--- src/rtl/stream_burst_writer.sv ---
// Streams fixed-length bursts from a first-word-fall-through FIFO into a frame
// buffer, walking base..base+frame_bytes and wrapping back to base each frame.
module stream_burst_writer #(
    parameter int BURST_LEN = 16,
    parameter int ADDR_W    = 32
) (
    input  logic              fclk,
    input  logic              rst,
    input  logic              start,
    input  logic              stop,
    input  logic [ADDR_W-1:0] cfg_base,
    input  logic [ADDR_W-1:0] cfg_frame_bytes,
    input  logic [63:0]       fifo_dout,
    input  logic              fifo_valid,
    input  logic              fifo_burst_valid,
    output logic              fifo_rd,
    output logic [ADDR_W-1:0] awaddr,
    output logic [3:0]        awlen,
    output logic              awvalid,
    input  logic              awready,
    output logic [63:0]       wdata,
    output logic              wvalid,
    input  logic              wready,
    output logic              wlast,
    input  logic              bvalid,
    input  logic [1:0]        bresp,
    output logic              bready,
    output logic              busy,
    output logic              frame_done,
    output logic              err
);
    localparam int                BURST_BYTES = BURST_LEN * 8;
    localparam int                ALIGN_W     = $clog2(BURST_BYTES);
    localparam logic [ADDR_W-1:0] BURST_INC   = ADDR_W'(BURST_BYTES);
    localparam logic [3:0]        LAST_BEAT   = 4'(BURST_LEN - 1);

    typedef enum logic [2:0] {IDLE, ARM, ADDR, DATA, RESP} state_t;

    state_t            state;
    logic [ADDR_W-1:0] base;
    logic [ADDR_W-1:0] frame_bytes;
    logic [ADDR_W-1:0] offset;
    logic [ADDR_W-1:0] next_offset;
    logic [3:0]        beat;
    logic              stop_pend;
    logic              stop_req;
    logic              beat_ok;
    logic              bad_cfg;

    // Data path is combinational off the FWFT FIFO so a beat can move every cycle.
    assign awlen       = LAST_BEAT;
    assign wvalid      = (state == DATA) & fifo_valid;
    assign wdata       = (state == DATA) ? fifo_dout : 64'd0;
    assign beat_ok     = wvalid & wready;
    assign fifo_rd     = beat_ok;
    assign wlast       = (beat == LAST_BEAT) & wvalid;
    assign stop_req    = stop_pend | stop;
    assign next_offset = offset + BURST_INC;
    assign bad_cfg     = (cfg_frame_bytes == '0) || (cfg_frame_bytes[ALIGN_W-1:0] != '0);

    always_ff @(posedge fclk) begin
        if (rst) begin
            state       <= IDLE;
            base        <= '0;
            frame_bytes <= '0;
            offset      <= '0;
            beat        <= '0;
            stop_pend   <= 1'b0;
            awaddr      <= '0;
            awvalid     <= 1'b0;
            bready      <= 1'b0;
            busy        <= 1'b0;
            frame_done  <= 1'b0;
            err         <= 1'b0;
        end else begin
            frame_done <= 1'b0;
            // A stop seen while idle (including alongside start) is simply dropped.
            if (state != IDLE && stop)
                stop_pend <= 1'b1;

            case (state)
                IDLE: begin
                    if (start) begin
                        base        <= cfg_base;
                        frame_bytes <= cfg_frame_bytes;
                        offset      <= '0;
                        if (bad_cfg) begin
                            err <= 1'b1;
                        end else begin
                            err   <= 1'b0;
                            busy  <= 1'b1;
                            state <= ARM;
                        end
                    end
                end
                ARM: begin
                    if (stop_req) begin
                        state     <= IDLE;
                        busy      <= 1'b0;
                        stop_pend <= 1'b0;
                    end else if (fifo_burst_valid) begin
                        state   <= ADDR;
                        awvalid <= 1'b1;
                        awaddr  <= base + offset;
                    end
                end
                ADDR: begin
                    if (awready) begin
                        awvalid <= 1'b0;
                        state   <= DATA;
                    end
                end
                DATA: begin
                    if (beat_ok) begin
                        beat <= beat + 4'd1;
                        if (wlast) begin
                            state  <= RESP;
                            bready <= 1'b1;
                        end
                    end
                end
                RESP: begin
                    if (bvalid) begin
                        bready <= 1'b0;
                        if (bresp != 2'b00)
                            err <= 1'b1;
                        if (next_offset == frame_bytes) begin
                            offset     <= '0;
                            frame_done <= 1'b1;
                        end else begin
                            offset <= next_offset;
                        end
                        if (stop_req) begin
                            state     <= IDLE;
                            busy      <= 1'b0;
                            stop_pend <= 1'b0;
                        end else begin
                            state <= ARM;
                        end
                    end
                end
                default: state <= IDLE;
            endcase
        end
    end
endmodule

--- config.mk ---
export PLATFORM = sky130hd
export DESIGN_NAME = stream_burst_writer
export DESIGN_NICKNAME = d
export VERILOG_FILES = /design/src/rtl/stream_burst_writer.sv
export SDC_FILE = /design/constraint.sdc
export NUM_CORES = 1
export LEC_CHECK = 0
export ABC_AREA = 1
export BUFFER_PORTS_ARGS = -buffer_cell sky130_fd_sc_hd__clkbuf_2
export CORE_MARGIN = 2
export CORE_UTILIZATION = 57
export CTS_BUF_LIST = sky130_fd_sc_hd__clkbuf_16
export CTS_CLUSTER_DIAMETER = 60
export DETAILED_ROUTE_END_ITERATION = 16
export PLACE_DENSITY = 0.94
export SYNTH_ARGS = -nofsm -noshare
export SYNTH_HDL_FRONTEND = slang
export SYNTH_SLANG_ARGS = --single-unit
--- constraint.sdc ---
create_clock -name fclk -period 4.35 [get_ports fclk]
set_clock_uncertainty 0.15 [all_clocks]
set_input_delay 1.0875 -clock fclk [delete_from_list [all_inputs] [get_ports fclk]]
set_output_delay 1.0875 -clock fclk [all_outputs]
set_load 0.05 [all_outputs]
==> impl_metrics.tcl, run 1 <==
set metrics [dict create \
    status "complete, no violations" \
    die_w_um 126 \
    firstDrtPassIters 5 \
    drc 0 \
    gp_congestion 0.951 \
    tightest_slew_ns 1.05 \
    crit_path_start_kind "primary input" \
    core_um2 14600 \
    final_common_cell "nand2_1" \
    vias_per_cell 5.58 \
    synth_ff_type "dfxtp_1" \
    cts_tree "built" \
    ant_nets 0 \
    seq_area_frac_synth 0.315 \
    synth_enable_flop_cells 0 \
    slew_headroom 0.296 \
    gr-usage-all-layers 0.379 \
    period_share 0.827 \
    layout_common_cells "nand2_1 (274), clkbuf_2 (242), nor2_1 (229), inv_1 (189), dfxtp_1 (134)" \
    wl_um 30800 \
    ctsRootBufferMaster "clkbuf_16" \
    ys_types 47 \
    clk_pin_slew_ns 0.06 \
    syn_inst 1372 \
    peakVddDrop_uv 641 \
    cp_top_family "simple AND/OR/NAND/NOR gates" \
    core.rowCount 44 \
    clkLatencyLatePin_ns 0.44 \
    nets 1750 \
    max-clock-path-buffers 2 \
    p_leak_uw 0.00512 \
    worstPathArrival_ns 2.36 \
    grt_overflow_total 0 \
    cp_cell_sequence "clkbuf_2 > inv_1 > nor2_1 > inv_1 > nor2_1 > clkbuf_2" \
    ys_warn_count 0 \
    syn_area_um2 8520 \
    drv_slew 0 \
    cpMaxStageDelayCell "clkbuf_2" \
    post-route-min-period_ns 3.60 \
    area_growth_pct 21.7 \
    dieArea_um2 15900 \
    post-place-ws_ns 0.873 \
    fmax_mhz 278 \
    h-tree-depth 4 \
    post-cts-setup-buffers 0 \
    synthTopCellsByArea "dfxtp_1 (31%), nand2_1 (12%), nor2_1 (10%)" \
    utilization 0.710 \
    antenna_found_initial 0 \
    rsz0062_at_grt "false" \
    grt_pass1_wl_um 47600 \
    max_stage_delay_ns 0.39 \
    postLayoutSetupSlackWorst_ns 0.751 \
    p_total_uw 5270 \
    antennaDiodeCount 0 \
    cts_resized 0 \
    critPathMaxFanout 7 \
    cp.required_ns 3.11 \
    cp.buffers_inverters 4 \
    ys_async_sr_fraction 0 \
    grt_pass1_vias 9178 \
    ys_seq_elements 134 \
    start_util 0.584 \
    fp.dieH_um 126 \
    powerDensity_nw_per_um2 509 \
    first_iter_violations 1035 \
    layout-drive-gt1-share 0.206 \
    drv_cap 0 \
    cp-end-kind "output pin" \
    yosys.area.top_type "dfxtp_1" \
    hold_buffers 0 \
    timing_worst_setup_path_type "in -> out" \
    syn_area_per_cell_um2 6.21 \
    vias 9944 \
    ioPinCount 247 \
    grt_max_degree 95 \
    hpwl_um 23600 \
    routedWlPerCell_um 17.3 \
    clkSinkCount 134 \
    numPortBuffers 242 \
    cts_buffers 17 \
    hp-class "reg -> reg" \
    finalHoldViolCount 0 \
    netlist.area_leader.share 0.315 \
    fin_setup_tns_ns 0 \
    setup_violations 0 \
]
final cells by class:
cell class | count | area (µm²)
clock inverters | 15 | 154
clock buffers | 17 | 425
flip-flops and latches | 134 | 2680
repair buffers | 249 | 1280
well taps | 184 | 230
fillers | 1247 | 4230
inverters | 191 | 718
multi-input cells | 991 | 4880
state kept, by name, summed over array words and instances (netlist names):
| signal | cells |
|---|---|
| frame_bytes | 32 |
| err | 1 |
| awvalid | 1 |
| beat | 4 |
| offset | 25 |
| frame_done | 1 |
| awaddr | 32 |
| state | 3 |
| stop_pend | 1 |
| base | 32 |
| bready | 1 |
| busy | 1 |
tightest hold or removal path: stages (launching register included):
cell and delay [ns]:
dfxtp_1 0.30, inv_1 0.06, a21oi_1 0.06
report_power, final:
group	internal, µW	switching [µW]	total, µW
logic	572	1580	2160
registers	1510	160	1670
clock network	847	601	1450
worst paths after layout:
path	from	end	slack, ns	cells after the start
hold reg to reg	frame_bytes[3]	frame_bytes[3]	0.31	2
setup / recovery	fifo_valid	fifo_rd	0.75	6
hold / removal	frame_bytes[3]	frame_bytes[3]	0.31	2
setup reg to reg	offset[7]	offset[31]	1.23	13
metrics by stage:
| stage | area, µm² | hold WS (ns) | std cells |
|---|---|---|---|
| after floorplan | 8530 | 0.279 | 1375 |
| after CTS | 10400 | 0.309 | 1781 |
| final | 10400 | 0.312 | 1781 |
| after global routing | 10400 | 0.330 | 1781 |
| after global placement | 9780 | 0.291 | 1749 |
| after detailed placement | 9780 | 0.300 | 1749 |
cells by family after synthesis:
logic type               after synthesis  synth area share
buffers and inverters                250             0.116
AO/OA/AOI/OAI                        244             0.154
other                                  2          0.000882
XOR/XNOR                              24            0.0263
flip-flops                           134             0.315
adder cells (fa/ha/maj)               27            0.0397
AND/OR/NAND/NOR                      691             0.348
cells in the mapped netlist (all sizes together), types with 9 or more instances:
cell type	count
nand2	292
ha	27
nor2	243
dfxtp	134
nor4	9
clkbuf	44
o21ai	78
nand3	101
xnor2	9
buf	15
a21oi	138
xor2	14
nand4	19
inv	189
nor3	15
per-layer routing:
layer | vias to the layer above | wire [µm] | track usage
met4 | 0 | 1090 | 0.150
met2 | 528 | 14200 | 0.622
met5 | - | 0 | 0
met1 | 4515 | 12500 | 0.499
li1 | 4814 | - | -
met3 | 87 | 2980 | 0.0629
No activity file was read; power rests on OpenSTA's default activity.
==> run 2, diff against run 1 <==
--- a/config.mk
+++ b/config.mk
@@ -8,11 +8,11 @@
 export ABC_AREA = 1
 export BUFFER_PORTS_ARGS = -buffer_cell sky130_fd_sc_hd__clkbuf_2
 export CORE_MARGIN = 2
-export CORE_UTILIZATION = 57
+export CORE_UTILIZATION = 53
 export CTS_BUF_LIST = sky130_fd_sc_hd__clkbuf_16
 export CTS_CLUSTER_DIAMETER = 60
 export DETAILED_ROUTE_END_ITERATION = 16
-export PLACE_DENSITY = 0.94
+export PLACE_DENSITY = 0.88
 export SYNTH_ARGS = -nofsm -noshare
 export SYNTH_HDL_FRONTEND = slang
 export SYNTH_SLANG_ARGS = --single-unit
==> constraint.sdc (replaced) <==
create_clock -name fclk -period 3.35 [get_ports fclk]
set_clock_uncertainty 0.15 [all_clocks]
set_input_delay 0.8375 -clock fclk [delete_from_list [all_inputs] [get_ports fclk]]
set_output_delay 0.8375 -clock fclk [all_outputs]
set_load 0.05 [all_outputs]
==> run 2 against run 1 <==
- global-route usage fell by 3.9 points
- clock power rose by 25%
- critical path depth fell by 1
- first-iteration DRC count fell by 8.6%
- design area rose by 0.87%
- total power rose by 28%
- clock-buffer cell count did not move
- combinational power rose by 29%
- setup slack got worse by 0.47 ns
- sequential cell count did not move
- cell count rose by 2.3%
- largest cell class unchanged
==> impl_metrics.tcl, run 2 (synthesis gave the netlist of run 1 again) <==
set metrics [dict create \
    clkLatencyLatePin_ns 0.43 \
    worstPathArrival_ns 2.08 \
    p_leak_uw 0.00516 \
    die_w_um 131 \
    routedWlPerCell_um 16.2 \
    area_growth_pct 22.7 \
    timing_worst_setup_path_type "reg -> out" \
    p_total_uw 6770 \
    drv_slew 0 \
    wl_um 29500 \
    crit_path_start_kind "flop" \
    seqCellArea_um2 2680 \
    post-route-min-period_ns 3.07 \
    ioPinCount 247 \
    setup_violations 0 \
    vias_per_cell 5.43 \
    core_um2 15800 \
    drc 0 \
    max-clock-path-buffers 2 \
    cp-end-kind "output pin" \
    fp.dieH_um 131 \
    numPortBuffers 242 \
    cts_buffers 17 \
    status "complete, no violations" \
    max_stage_delay_ns 0.38 \
    grt_pass1_wl_um 44300 \
    vias 9898 \
    cts_tree "built" \
    fmax_mhz 326 \
    first_iter_violations 946 \
    cp.required_ns 2.36 \
    gp_congestion 0.970 \
    ctsRootBufferMaster "clkbuf_16" \
    hp-class "reg -> reg" \
    drv_cap 0 \
    rsz0062_at_grt "false" \
    tightest_slew_ns 1.00 \
    gr-usage-all-layers 0.340 \
    grt_max_degree 86 \
    h-tree-depth 4 \
    cpMaxStageDelayCell "dfxtp_1" \
    start_util 0.540 \
    core.rowCount 46 \
    multiInputGateArea_um2 4880 \
    cts_resized 0 \
    slew_headroom 0.331 \
    hold_buffers 0 \
    clkSinkCount 134 \
    nets 1758 \
    finalHoldViolCount 0 \
    hpwl_um 23100 \
    layout-drive-gt1-share 0.209 \
    peakVddDrop_uv 615 \
    final_common_cell "nand2_1" \
    post-cts-setup-buffers 0 \
    ant_nets 0 \
    critPathMaxFanout 64 \
    layout_common_cells "nand2_1 (274), clkbuf_2 (242), nor2_1 (228), inv_1 (190), dfxtp_1 (134)" \
    period_share 0.916 \
    fillers 1444 \
    dieArea_um2 17100 \
    antenna_found_initial 1 \
    grt_pass1_vias 8863 \
    top_regs "awaddr (32), base (32), frame_bytes (32)" \
    powerDensity_nw_per_um2 647 \
    grt_overflow_total 0 \
    fin_setup_tns_ns 0 \
    cp_cell_sequence "inv_1 > nand3_2 > buf_12 > nor2_1 > clkbuf_2" \
    firstDrtPassIters 9 \
    clk_pin_slew_ns 0.06 \
]
[run 2: per-layer routing]
| metal | vias to the layer above | track usage | routed length [µm] |
|---|---|---|---|
| met5 | - | 0 | 0 |
| met4 | 0 | 0.165 | 1180 |
| met3 | 79 | 0.0790 | 2850 |
| met2 | 524 | 0.551 | 13700 |
| met1 | 4464 | 0.428 | 11800 |
| li1 | 4831 | - | - |
[run 2: critical path: cells and delay by family (launching register included)]
| family | cells | cell delay (ns) |
|---|---|---|
| buf+inv | 3 | 0.73 |
| simple gates | 2 | 0.52 |
| flops | 1 | 0.38 |
[run 2: through the flow]
step           instance area [µm²]  setup WS, ns   util  hold slack, ns  std cells
6_report                     10500         0.281  0.663           0.302       1822
5_1_grt                      10500         0.213  0.663           0.334       1822
4_1_cts                      10500         0.352  0.663           0.305       1821
3_5_place_dp                  9890         0.570  0.627           0.296       1789
3_3_place_gp                  9890         0.603  0.627           0.291       1789
2_1_floorplan                 8530         0.109      -           0.279       1375
[run 2: final timing paths]
check	start	end	slack (ns)	cells past startpoint
max	state[2]	wdata[53]	0.28	5
min	frame_bytes[3]	frame_bytes[3]	0.30	2
max reg2reg	offset[7]	offset[30]	0.62	13
min reg2reg	frame_bytes[3]	frame_bytes[3]	0.30	2
[run 2: layout make-up]
type | instances | area share
Inverter | 191 | 0.0687
Clock inverter | 15 | 0.0133
Clock buffer | 17 | 0.0407
Sequential cell | 134 | 0.257
Antenna cell | 1 | 0.000239
Tap cell | 216 | 0.0259
Multi-Input combinational cell | 991 | 0.467
Timing Repair Buffer | 257 | 0.128
[run 2: power by group]
group	internal (µW)	switching (µW)
Combinational	764	2030
Sequential	1960	211
Clock	1080	724
